[config.mk]
export PLATFORM = sky130hd
export DESIGN_NAME = mem_ws_slave
export DESIGN_NICKNAME = d
export VERILOG_FILES = /design/src/rtl/mem_ws_slave.sv
export SDC_FILE = /design/constraint.sdc
export NUM_CORES = 1
export LEC_CHECK = 0
export BUFFER_PORTS_ARGS = -buffer_cell sky130_fd_sc_hd__buf_2
export CORE_MARGIN = 5
export CORE_UTILIZATION = 64
export CTS_BUF_LIST = sky130_fd_sc_hd__clkbuf_16
export DETAILED_ROUTE_END_ITERATION = 8
export PLACE_DENSITY = 0.83
export SKIP_CTS_REPAIR_TIMING = 1
export SLEW_MARGIN = 20
export SYNTH_ARGS = -nofsm -noshare
export SYNTH_HDL_FRONTEND = slang
export SYNTH_SLANG_ARGS = --single-unit
[constraint.sdc]
create_clock -name clk -period 8.65 [get_ports clk]
set_clock_uncertainty 0.15 [all_clocks]
set_input_delay 1.73 -clock clk [delete_from_list [all_inputs] [get_ports clk]]
set_output_delay 1.73 -clock clk [all_outputs]
set_load 0.03 [all_outputs]
[src/rtl/mem_ws_slave.sv]
// ---------------------------------------------------------------------------
// mem_ws_slave
//   Word-addressed memory slave with a fixed number of wait states per
//   transfer and byte-enabled writes. One transfer is in flight at a time.
//   Out-of-range addresses complete normally but flag err, drop the write
//   and return zero read data. Completed writes and reads are counted with
//   saturating 16-bit counters.
//
// Ports
//   clk     in   clock, all logic on posedge
//   res     in   asynchronous active-high reset
//   wr_rd   in   1 = write, 0 = read
//   addr    in   word address            [ADDR_WIDTH-1:0]
//   wdata   in   write data              [WIDTH-1:0]
//   wstrb   in   byte enables for writes [WIDTH/8-1:0]
//   valid   in   request valid, sampled in IDLE only
//   ready   out  one-cycle completion pulse
//   rdata   out  read data, zero whenever ready is low
//   err     out  out-of-range address, qualified by ready
//   wr_cnt  out  completed writes (saturating)
//   rd_cnt  out  completed reads (saturating)
//
// State | meaning
// ------+------------------------------------------------------------
// IDLE  | waiting for valid; captures the request on the valid edge
// WAIT  | counting down the wait states
// RESP  | ready high for one cycle; write commits on the exiting edge
// ---------------------------------------------------------------------------
module mem_ws_slave #(
    parameter int WIDTH       = 32,
    parameter int ADDR_WIDTH  = 5,
    parameter int DEPTH       = 16,
    parameter int WAIT_STATES = 2
) (
    input  logic                  clk,
    input  logic                  res,
    input  logic                  wr_rd,
    input  logic [ADDR_WIDTH-1:0] addr,
    input  logic [WIDTH-1:0]      wdata,
    input  logic [WIDTH/8-1:0]    wstrb,
    input  logic                  valid,
    output logic                  ready,
    output logic [WIDTH-1:0]      rdata,
    output logic                  err,
    output logic [15:0]           wr_cnt,
    output logic [15:0]           rd_cnt
);

    localparam int NB    = WIDTH / 8;
    localparam int IDX_W = (DEPTH > 1) ? $clog2(DEPTH) : 1;
    localparam int WS_M1 = (WAIT_STATES > 0) ? WAIT_STATES - 1 : 0;

    localparam logic [3:0]            WS_LOAD = 4'(WS_M1);
    localparam logic [ADDR_WIDTH:0]   DEPTH_L = (ADDR_WIDTH + 1)'(DEPTH);

    localparam logic [1:0] S_IDLE = 2'd0;
    localparam logic [1:0] S_WAIT = 2'd1;
    localparam logic [1:0] S_RESP = 2'd2;

    logic [1:0]            r_state;
    logic [3:0]            r_wcnt;
    logic                  r_wr;
    logic [ADDR_WIDTH-1:0] r_addr;
    logic [WIDTH-1:0]      r_wdata;
    logic [NB-1:0]         r_wstrb;
    logic                  r_ready;
    logic [WIDTH-1:0]      r_rdata;
    logic                  r_err;
    logic [15:0]           r_wr_cnt;
    logic [15:0]           r_rd_cnt;

    logic [WIDTH-1:0]      r_mem [DEPTH];

    logic [ADDR_WIDTH-1:0] w_sel_addr;
    logic                  w_sel_wr;
    logic                  w_in_range;
    logic [IDX_W-1:0]      w_idx;
    logic [WIDTH-1:0]      w_rd_word;
    logic                  w_enter_resp;
    logic                  w_mem_we;

    // With zero wait states RESP is entered on the capture edge itself, so
    // the response must be computed from the live inputs in that case.
    assign w_sel_addr = (r_state == S_IDLE) ? addr  : r_addr;
    assign w_sel_wr   = (r_state == S_IDLE) ? wr_rd : r_wr;
    assign w_in_range = ({1'b0, w_sel_addr} < DEPTH_L);
    assign w_idx      = w_sel_addr[IDX_W-1:0];
    assign w_rd_word  = w_in_range ? r_mem[w_idx] : '0;

    assign w_enter_resp = ((r_state == S_IDLE) && valid && (WAIT_STATES == 0)) ||
                          ((r_state == S_WAIT) && (r_wcnt == 4'd0));

    // In RESP the selected address is the captured one.
    assign w_mem_we = (r_state == S_RESP) && r_wr && w_in_range;

    always_ff @(posedge clk or posedge res) begin
        if (res) begin
            r_state  <= S_IDLE;
            r_wcnt   <= 4'd0;
            r_wr     <= 1'b0;
            r_addr   <= '0;
            r_wdata  <= '0;
            r_wstrb  <= '0;
            r_ready  <= 1'b0;
            r_rdata  <= '0;
            r_err    <= 1'b0;
            r_wr_cnt <= 16'd0;
            r_rd_cnt <= 16'd0;
        end else begin
            // Response outputs live for exactly the RESP cycle.
            r_ready <= w_enter_resp;
            r_err   <= w_enter_resp && !w_in_range;
            r_rdata <= (w_enter_resp && !w_sel_wr) ? w_rd_word : '0;

            case (r_state)
                S_IDLE: begin
                    if (valid) begin
                        r_wr    <= wr_rd;
                        r_addr  <= addr;
                        r_wdata <= wdata;
                        r_wstrb <= wstrb;
                        if (WAIT_STATES > 0) begin
                            r_state <= S_WAIT;
                            r_wcnt  <= WS_LOAD;
                        end else begin
                            r_state <= S_RESP;
                        end
                    end
                end
                S_WAIT: begin
                    if (r_wcnt == 4'd0) begin
                        r_state <= S_RESP;
                    end else begin
                        r_wcnt <= r_wcnt - 4'd1;
                    end
                end
                S_RESP: begin
                    r_state <= S_IDLE;
                    if (r_wr) begin
                        if (r_wr_cnt != 16'hFFFF) r_wr_cnt <= r_wr_cnt + 16'd1;
                    end else begin
                        if (r_rd_cnt != 16'hFFFF) r_rd_cnt <= r_rd_cnt + 16'd1;
                    end
                end
                default: begin
                    r_state <= S_IDLE;
                end
            endcase
        end
    end

    // Memory contents survive reset; reset only aborts the pending commit
    // because the state is forced out of RESP.
    always_ff @(posedge clk) begin
        if (w_mem_we) begin
            for (int b = 0; b < NB; b++) begin
                if (r_wstrb[b]) begin
                    r_mem[w_idx][8*b +: 8] <= r_wdata[8*b +: 8];
                end
            end
        end
    end

    assign ready  = r_ready;
    assign rdata  = r_rdata;
    assign err    = r_err;
    assign wr_cnt = r_wr_cnt;
    assign rd_cnt = r_rd_cnt;

endmodule

After elaboration in Yosys (flattened, before gate mapping)
Memories as Yosys holds them, arrays and structs flattened.
Index checks and enable logic that the tools add are counted.
{"block": "word_totals", "inputBits": 45, "mem_bits_rw": 512, "memories": 1, "ff_bits": 114}
{"block": "classes", "reduce_logical": 15, "magnitude_cmp": 1, "n_mux": 22, "n_eq_ne": 7, "addsub": 3, "bitwise": 1}
{"memory": "r_mem", "depth": 16, "width": 32, "rd": 1, "rd_clocked_by_memory_dff": 0, "write_ports": 1, "line": "72", "source": "logic [WIDTH-1:0] r_mem [DEPTH];"}
{"operator": "$mux 32", "count": 2}
{"operator": "$add 16x1->16 const B", "count": 2}
{"operator": "$ne 16x16->1 const B", "count": 2}
{"operator": "$mux 1", "count": 13}
{"operator": "$reduce_and 3->1", "count": 3}
{"operator": "$mux 4", "count": 2}
{"operator": "$pmux 4 s2", "count": 1}
{"operator": "$logic_and 1x1->1", "count": 5}
{"operator": "$lt 5x5->1 const B", "count": 1}
{"operator": "$mux 5", "count": 1}
{"operator": "$logic_not 4->1", "count": 1}
{"operator": "$mux 2", "count": 2}
{"operator": "$ne 2x2->1 const B", "count": 2}
{"operator": "$pmux 2 s2", "count": 1}
{"operator": "$reduce_and 2->1", "count": 2}
{"operator": "$sub 4x1->4 const B", "count": 1}
{"operator": "$eq 2x1->1 const B", "count": 1}
{"operator": "$eq 2x2->1 const B", "count": 1}
{"operator": "$logic_not 1->1", "count": 2}
{"operator": "$logic_not 2->1", "count": 1}
{"operator": "$ne 2x1->1 const B", "count": 1}
{"operator": "$reduce_bool 2->1", "count": 1}
{"operator": "$not 1->1", "count": 1}

Logic depth before layout (Yosys ltp)
Gate-level depths: netlist of run 1.
{"block": "logic_depth", "ltp_word": 6, "ltp_mapped": 10}

Least setup slack after synthesis of run 1
Ideal clock, no wire load.
{"block": "synth_path", "path_type": "input-to-reg", "startpoint": "input addr[0]", "endpoint": "memory r_mem[14][0], enable pin", "path_stages": 4, "arrival_time_ns": 3.082, "slack_ns": 5.048, "setup_ns": 0.370, "n_path_buf": 0, "cell_sequence": "or4b_1 -> o21ai_1 -> nand2_1 -> nor2_1"}
{"block": "synth_via", "elab_chain_cells": 5}
{"item": "start, declared", "line": "38", "source": "input logic [ADDR_WIDTH-1:0] addr,"}
{"item": "$mux 5 *", "line": "84", "source": "assign w_sel_addr = (r_state == S_IDLE) ? addr : r_addr;"}
{"item": "$lt 5x5->1", "line": "86", "source": "assign w_in_range = ({1'b0, w_sel_addr} < DEPTH_L);"}
{"item": "$logic_and 1x1->1", "line": "94", "source": "assign w_mem_we = (r_state == S_RESP) && r_wr && w_in_range;"}
{"item": "$mux 1", "line": "155", "source": "if (w_mem_we) begin"}
{"item": "$mux 1 (not written as such)", "line": "158", "source": "r_mem[w_idx][8*b +: 8] <= r_wdata[8*b +: 8];"}
{"item": "end, declared", "line": "72"}
Every way passes the cells marked *; elsewhere a longest branch is shown, timed or not.

Worst setup path after layout of run 1
{"block": "layout_path", "startpoint": "register r_state[0]", "endpoint": "register r_rdata[10] (netlist: rdata[10])"}
{"block": "layout_via", "elab_chain_cells": 5}
{"item": "start, declared", "line": "60", "source": "logic [1:0] r_state;"}
{"item": "start signal, assigned", "line": "98", "source": "r_state <= S_IDLE;"}
{"item": "start signal, assigned", "line": "123", "source": "r_state <= S_WAIT;"}
{"item": "start signal, assigned", "line": "126", "source": "r_state <= S_RESP;"}
{"item": "$logic_not 2->1", "line": "84, 85"}
{"item": "$mux 5 or $mux 1 (tied branches)", "line": "84, 85"}
{"item": "$mem_v2 16x32, or another cell as far along"}
{"item": "$mux 32 or $logic_and 1x1->1 (tied branches)", "line": "88, 113"}
{"item": "$mux 32 *", "line": "113", "source": "r_rdata <= (w_enter_resp && !w_sel_wr) ? w_rd_word : '0;"}
{"item": "end signal, assigned", "line": "113"}
{"item": "end, declared", "line": "67", "source": "logic [WIDTH-1:0] r_rdata;"}
Marked as above.
A chain may end at the register's enable or synchronous reset.

==> run metrics, run 1 <==
Synthesis Warnings 0; die extent in y ~200 microns; gr ovfl total 0; sequential element share of the synthesized area about four fifths; # rows 69; Cell variety after synth 42; Req. time, crit path approximately 9.0 ns; Final Critical Period between 4 and 5 ns; Mapped Nets 1481; critical path's top delay family compound AO/OA/AOI/OAI gates; top cell type's share of synthesized area 66.6%; fillcell total between 2000 and 2500; slowest CP cell buf_4; Detailed Route WL roughly 55 mm; hold wc startpoint wr_cnt[15]; Worst Max-Slew Pin Slew about 1.2 ns; post-synthesis mux area share approximately 2.2%; synthesis-to-finish area growth 11.7%; synthesized area 23100 sq um; Critical R2R Capture rdata[10]; Vias/cell 6.89; Rel. slew slack a little under a quarter; reg2reg path depth 7; final HPWL from detailed placement approximately 33 mm; Worst Path Buf+Inv 1; # IOs 111; largest family of logic cells by synthesized area compound AO/OA/AOI/OAI gates; Starting Density approximately two thirds; number of DRC markers in iteration 0 ~1900; CP Class register to register; # diodes 0; Tot GR Track Use about 28%; Commonest cells post-synth 512 x edfxtp_1, 248 x o22ai_1, 114 x dfrtp_1; FMAX 232 MHz; crit path cell chain nor2_1 -> o31a_2 -> buf_4 -> o22ai_1 -> o21ai_0 -> nand4_1 -> nor2_1; Cells on Worst Hold Path 1; FF-to-FF Start r_state[0]; fin. max-slew vios 0; number of hold-slack violations in the final timing report 0; unrepaired setup endpoints after global routing false; total power a little under 9 mW; Root Driver clkbuf_16; Placeable Area ~36000 sq um; clk sinks 626; status finished clean; Synth area leader edfxtp_1; Synth Instances 1432; Post-synth ARST share 18.2%; Hold Path Sink wr_cnt[15]; CP dominant cell by count nor2_1; # DRC 0; die boundary width around 200 microns; worst hold slack ~0.34 ns; critical path peak fanout just under 90; H-tree depth 2; max incr delay on CP about 0.92 ns; Post-Synth Adder-Cell Area less than 1%; share of layout cells above drive strength 1 between 10% and 20%; crit path capture type register; Avg Cell Area, Syn about 16 sq um; global-route wire length before repair ~84 mm; simple-gate area share of the yosys netlist under 10%; router iterations before antenna repair 6; Period Utilization, post-route 49.9%; vias in the first global route 14000; final setup violation count 0; CTS Buf Count 58; number of flops mapped to enable cells by yosys about 500; initial antenna violation count 4; P_leak approximately 8.9 nW; port bufs 110; via count roughly 14000; sum of negative setup slack 0 ns; DIE AREA ~40000 sq um; Worst-path clk slew 0.06 ns; critical path arrival 4.68 ns; top-count cell post-synth edfxtp_1; Worst-Skew Late Latency just over 0.6 ns; Post-Synth XOR/XNOR Area approximately 1.2%; max-cap violations 0; CP Launch Type register; largest cells by area after synthesis edfxtp_1 67%, dfrtp_1 12%, o22ai_1 6.7%; CTS max path bufs 3; synthesis-stage register bit count 626; slack of the worst reg-to-reg path 4.34 ns; Final Util between 70% and 80%; Nets 1577; maximum vdd drop slightly above 300 uV; worst hold path class register to register; gpl congestion around 0.87; Synth Area in Compound Gates about a tenth; WL per Instance between 20 and 30 microns; largest net degree at the start of global routing 96; CTS tree yes; post-route ant nets 0; Top FF cell, synth edfxtp_1; PD cells approximately 340 nW/um^2
==> per-stage QoR <==
| step | setup slack, ns | std cells | instance area [sq um] |
|---|---|---|---|
| 2_1_floorplan | 3.75 | 1432 | 23100 |
| 3_3_place_gp | 3.90 | 1929 | 23800 |
| 3_5_place_dp | 3.91 | 1929 | 23800 |
| 4_1_cts | 4.48 | 2039 | 25800 |
| 5_1_grt | 4.18 | 2039 | 25800 |
| 6_report | 4.34 | 2039 | 25800 |
==> where the power goes <==
part / switching [mW] / internal [mW] / leakage [nW] / total [mW]
combinational: 1.33 / 0.620 / 1.81 / 1.95
sequential: 0.515 / 3.78 / 6.09 / 4.30
clock: 1.09 / 1.47 / 0.990 / 2.56
total: 2.94 / 5.88 / 8.88 / 8.81
==> cell families (layout without fill, tap and decap cells) <==
group                    Yosys count  in the layout
multiplexers                      46             46
flip-flops                       626            626
adder cells (fa/ha/maj)            4              4
AO/OA/AOI/OAI                    401            401
buffers and inverters             88            234
AND/OR/NAND/NOR                  236            236
XOR/XNOR                          31             31
==> registers in the layout, summed over array words and instances (netlist names) <==
name	cells
r_wcnt	4
r_wdata	32
rdata	32
r_wr	1
r_mem	512
rd_cnt	16
wr_cnt	16
err	1
ready	1
r_addr	5
r_wstrb	4
r_state	2
==> worst max-delay path by stage <==
stage | startpoint | end | slack [ns] | depth (start not counted)
5_1_grt | r_state[0] | rdata[13] | 4.18 | 7
6_report | r_state[0] | rdata[10] | 4.34 | 7
3_5_place_dp | addr[1] | rdata[13] | 3.91 | 8
3_3_place_gp | addr[3] | r_mem[15][27] | 3.90 | 5
2_1_floorplan | res | err | 3.75 | 1
4_1_cts | r_state[0] | rdata[13] | 4.48 | 7
==> layer usage <==
metal / wire, microns / vias to the layer above / GRT usage (%)
met2: 26600 / 1087 / 44.0
met3: 6610 / 158 / 6.31
met5: 28 / - / 0
met4: 1820 / 6 / 8.18
li1: - / 5851 / -
met1: 20300 / 6952 / 40.3
==> cells in the final DEF, fill, tap and decap left out, drive strengths merged, types with 2 or more instances in the layout <==
master    synthesis  layout
inv               5      18
nand4            40      40
o21ai           127     127
buf              56     119
nand2            41      41
o22ai           248     248
and3              4       4
or2               2       2
and4              4       4
nand3b            6       6
a21oi             6       6
dfrtp           114     114
bufinv            0       6
clkinvlp          0       6
edfxtp          512     512
o21a              3       3
or4b              2       2
a22oi            10      10
xnor2            21      21
and2              6       6
clkinv            0      23
xor2             10      10
nand3            10      10
nand2b            3       3
a31oi             2       2
nor2            112     112
clkbuf           27      62
o31ai             2       2
ha                4       4
mux2             45      45
==> layout make-up <==
cell class                      instances  area (sq um)  share of cell area, %
Timing Repair Buffer                  119           618                   2.40
Tap cell                              461           577                   2.24
Clock inverter                         48           392                   1.52
Inverter                                5          21.3                 0.0825
Sequential cell                       626         18200                   70.7
Multi-Input combinational cell        718          4390                   17.0
Clock buffer                           62          1550                   6.02
Note: power is estimated with default switching activity, not from simulation.
==> run 2, diff against run 1 <==
--- a/config.mk
+++ b/config.mk
@@ -7,10 +7,10 @@
 export LEC_CHECK = 0
 export BUFFER_PORTS_ARGS = -buffer_cell sky130_fd_sc_hd__buf_2
 export CORE_MARGIN = 5
-export CORE_UTILIZATION = 64
+export CORE_UTILIZATION = 55
 export CTS_BUF_LIST = sky130_fd_sc_hd__clkbuf_16
 export DETAILED_ROUTE_END_ITERATION = 8
-export PLACE_DENSITY = 0.83
+export PLACE_DENSITY = 0.75
 export SKIP_CTS_REPAIR_TIMING = 1
 export SLEW_MARGIN = 20
 export SYNTH_ARGS = -nofsm -noshare
==> constraint.sdc (replaced) <==
create_clock -name clk -period 3.65 [get_ports clk]
set_clock_uncertainty 0.15 [all_clocks]
set_input_delay 0.73 -clock clk [delete_from_list [all_inputs] [get_ports clk]]
set_output_delay 0.73 -clock clk [all_outputs]
set_load 0.03 [all_outputs]
==> run 2 against run 1 <==
- worst hold slack lost 0.32 ns
- clock-buffer cell count grew 1
- final cell count grew 7.6%
- global-route usage shrank 5.8 points
- non-clock buffer count grew 74
- critical path depth is the same
- via count shrank 3.3%
- sequential share of layout area shrank 1.9 points
- die area grew 16%
- highest routed layer is now met4
==> run metrics, run 2 (same netlist as run 1, synthesis figures left out) <==
Final WS setup 0.303 ns; FMAX ~300 MHz; Largest register FFs ~500; WL per Instance ~24 microns; Worst-Skew Late Latency ~0.61 ns; port bufs 110; synthesis-to-finish area growth 14.7%; Tot GR Track Use between 20% and 30%; worst hold path class input port to async pin; CP Launch Type register; commonest non-fill, non-tap cell in the layout edfxtp_1; unrepaired setup endpoints after global routing false; gr ovfl total 0; CTS max path bufs 3; maximum vdd drop 496 uV; router iterations before antenna repair 7; # DRC 0; fin. max-slew vios 0; Root Driver clkbuf_16; largest reg by FF count r_mem; reg2reg path depth 7; DIE AREA about 46000 sq um; number of hold-slack violations in the final timing report 0; total power around 21 mW; max-cap violations 0; initial antenna violation count 0; largest net degree at the start of global routing roughly 90; Nets ~1700; slack of the worst reg-to-reg path ~0.30 ns; Post-Place Worst Slack ~0.42 ns; share of layout cells above drive strength 1 20.1%; Starting Density a little under three fifths; CTS Buf Count between 50 and 60; commonest non-fill, non-tap cells in the layout 512 x edfxtp_1, 248 x o22ai_1, 114 x dfrtp_1; Detailed Route WL ~52 mm; Rel. slew slack 36.7%; post-route ant nets 0; final instance area 26500 sq um; die extent in y 215 microns; Placeable Area 41800 sq um; die boundary width 215 microns; Final Critical Period approximately 3.3 ns; area post-placement 24600 sq um; Vias/cell between 6 and 7; PD cells approximately 800 nW/um^2; final HPWL from detailed placement slightly above 30 mm; FF-to-FF Start r_state[0]; clk sinks approximately 630; # rows 75; critical path peak fanout between 60 and 70; CTS tree yes; Worst Max-Slew Pin Slew between 0.9 and 1 ns; # IOs 111; sum of negative setup slack 0 ns; global-route wire length before repair 79.9 mm; CP Class register to register; gpl congestion roughly 0.8; Final Util 63.4%; number of DRC markers in iteration 0 between 1500 and 2000; critical path arrival around 3.7 ns; via count ~14000; vias in the first global route 13700; H-tree depth 2; Critical R2R Capture rdata[12]; Worst-path clk slew 0.06 ns; Req. time, crit path 4.03 ns; Period Utilization, post-route 91.7%; P_leak between 9 and 10 nW; final setup violation count 0; fillcell total between 2000 and 3000; crit path capture type register; status finished clean
==> run 2: worst max path at each step <==
stage | depth (start not counted) | start | slack, ns | endpoint
5_1_grt | 7 | r_state[0] | 0.14 | rdata[5]
2_1_floorplan | 4 | addr[0] | 1.05 | r_mem[14][0]
3_3_place_gp | 7 | r_state[0] | 0.57 | rdata[7]
3_5_place_dp | 7 | r_state[0] | 0.42 | rdata[5]
4_1_cts | 7 | r_state[0] | 0.38 | rdata[5]
6_report | 7 | r_state[0] | 0.30 | rdata[12]
==> run 2: through the flow <==
| step | hold WS (ns) | cells |
|---|---|---|
| CTS | 0.0104 | 2192 |
| detailed placement | 0.329 | 2081 |
| floorplan | 0.313 | 1432 |
| global route | 0.0428 | 2192 |
| finish | 0.0194 | 2194 |
| global placement | 0.318 | 2081 |
==> run 2: final cells by class <==
class                      count  area [sq um]  area share, %
multi-input combinational    718          4380           16.6
clock buffer                  63          1580           5.95
timing repair buffer         193          1290           4.86
inverter                       5          22.5         0.0850
sequential                   626         18200           68.8
clock inverter                48           312           1.18
antenna                        2          5.00         0.0189
tap                          539           674           2.55
==> run 2: metal layers <==
layer,global-route usage [%],vias up,routed length (microns)
li1,-,6029,-
met1,30.2,6753,20700
met2,36.2,722,25100
met3,5.28,89,4920
met4,6.40,0,1180
met5,0,-,0
==> run 2: power by group <==
| group | switching [mW] | internal (mW) |
|---|---|---|
| registers | 1.07 | 8.97 |
| clock network | 2.54 | 3.37 |
| logic | 3.11 | 1.66 |
==> run 2: critical path, cell delays in order (launching register included) <==
cell and delay [ns]:
dfrtp_1 0.44, nor2_1 0.76, o21a_4 0.85, buf_12 0.27
o22ai_1 0.10, o21ai_0 0.34, nand4_1 0.16, nor2_1 0.14
==> run 3, diff against run 2 <==
--- a/config.mk
+++ b/config.mk
@@ -7,10 +7,9 @@
 export LEC_CHECK = 0
 export BUFFER_PORTS_ARGS = -buffer_cell sky130_fd_sc_hd__buf_2
 export CORE_MARGIN = 5
-export CORE_UTILIZATION = 55
+export CORE_UTILIZATION = 45
 export CTS_BUF_LIST = sky130_fd_sc_hd__clkbuf_16
 export DETAILED_ROUTE_END_ITERATION = 8
-export PLACE_DENSITY = 0.75
 export SKIP_CTS_REPAIR_TIMING = 1
 export SLEW_MARGIN = 20
 export SYNTH_ARGS = -nofsm -noshare
==> run 3 against run 2 <==
- clock power grew 4.6%
- clock-buffer cell count shrank 2
- die area grew 21%
- non-clock buffer count grew 8
- critical path depth is the same
- combinational power grew 1%
- utilization shrank 11 points
- power grew 2.3%
- critical endpoint is now rdata[7]
- largest power group unchanged
==> run metrics, run 3 (same netlist as run 1, synthesis figures left out) <==
status finished clean; Detailed Route WL approximately 57 mm; H-tree depth 2; share of layout cells above drive strength 1 20.6%; gpl congestion slightly below 0.8; largest reg by FF count r_mem; crit path cell chain nor2_1 -> o21a_4 -> buf_4 -> o22ai_1 -> o21ai_0 -> nand4_1 -> nor2_1; synthesis-to-finish area growth 16.0%; sum of negative setup slack 0 ns; max incr delay on CP roughly 0.74 ns; CP Class register to register; fin. max-slew vios 0; FMAX 330 MHz; Period Utilization, post-route between 80% and 90%; commonest non-fill, non-tap cell in the layout edfxtp_1; Net Sw Frac between 30% and 40%; CTS Buf Count 61; maximum vdd drop approximately 580 uV; Req. time, crit path a little over 4 ns; via count about 13000; WL per Instance around 24 microns; Worst-Skew Late Latency just over 0.6 ns; # rows 83; commonest non-fill, non-tap cells in the layout 512 x edfxtp_1, 248 x o22ai_1, 114 x dfrtp_1; post-route ant nets 0; final HPWL from detailed placement roughly 35 mm; Worst Max-Slew Pin Slew about 0.9 ns; total power 21.2 mW; CP dominant cell by count nor2_1; P_leak ~9.4 nW; crit path capture type register; CP Launch Type register; die boundary width between 200 and 250 microns; Pint ~14 mW; Final Critical Period between 3 and 4 ns; # diodes 0; # IOs approximately 110; die extent in y between 200 and 250 microns; unrepaired setup endpoints after global routing false; vias in the first global route roughly 14000; gr ovfl total 0; Placeable Area approximately 51000 sq um; Net Sw Power between 6 and 7 mW; Nets 1662; Final Util a little over half; Largest register FFs a little over 500; Vias/cell roughly 5.7; number of hold-slack violations in the final timing report 0; placed cell count ~2200; CTS max path bufs 3; CTS tree yes; Post-Place Worst Slack approximately 0.42 ns; Tot GR Track Use ~20%; DIE AREA around 56000 sq um; Flop pwr share between 40 and 50%; Final WS setup 0.620 ns; final setup violation count 0; clk sinks between 600 and 700; max-cap violations 0; # DRC 0; post-route insts no fill about 2300; router iterations before antenna repair 8; Rel. slew slack approximately two fifths; Clock Power Share a little under 30%; initial antenna violation count 0; worst hold path class input port to async pin; Root Driver clkbuf_16; port bufs 110; PD cells between 700 and 800 nW/um^2; combinational share of power 22.7%; Starting Density a little under half; critical path peak fanout between 60 and 70; Worst-path clk slew roughly 0.060 ns; number of DRC markers in iteration 0 between 1000 and 1500; largest net degree at the start of global routing 115; slowest CP cell o21a_4; global-route wire length before repair 84.5 mm; critical path arrival roughly 3.4 ns
==> run 3: final timing paths <==
kind,start,end,slack (ns),cells after the start
worst max-delay path,r_state[0],rdata[7],0.62,7
worst min-delay path,res,wr_cnt[2],0.12,3
worst max register to register,r_state[0],rdata[7],0.62,7
worst min register to register,rd_cnt[10],rd_cnt[10],0.33,1
max in group asynchronous,res,rdata[11],2.66,3
min in group clk,wdata[7],r_wdata[7],0.19,2
==> run 3: power groups by stage <==
stage	clock network [mW]	logic (mW)	registers, mW
after floorplan	0	3.26	9.83
after global placement	0	4.78	10.3
after detailed placement	0	4.82	10.4
after CTS	6.31	4.84	10.2
after global routing	6.59	5.22	10.3
final	6.18	4.82	10.2
==> run 3: routing by layer <==
metal / wire, microns / up-vias / global-route usage [%]
met5: 0 / - / 0
met4: 1710 / 0 / 6.30
met3: 4140 / 115 / 3.88
met2: 26400 / 481 / 30.9
met1: 24400 / 6820 / 28.1
li1: - / 6042 / -
==> run 3: critical path, delay by kind of cell (launching register included) <==
kind,cells,cell delay [ns]
AOI/OAI and AO/OA,3,1.22
buffers and inverters,1,0.40
and+or+nand+nor,3,0.67
DFF,1,0.46
==> run 3: final cells by class <==
cell class                      count  area, sq um
Clock buffer                       61         1530
Clock inverter                     51          434
Fill cell                        4219        24300
Inverter                            5         22.5
Multi-Input combinational cell    718         4380
Sequential cell                   626        18200
Tap cell                          680          851
Timing Repair Buffer              201         1320
==> run 3: metrics by stage <==
step	hold slack (ns)	cell area (sq um)
3_5_place_dp	0.325	24800
5_1_grt	0.169	26800
4_1_cts	0.145	26800
3_3_place_gp	0.321	24800
2_1_floorplan	0.313	23100
6_report	0.124	26800
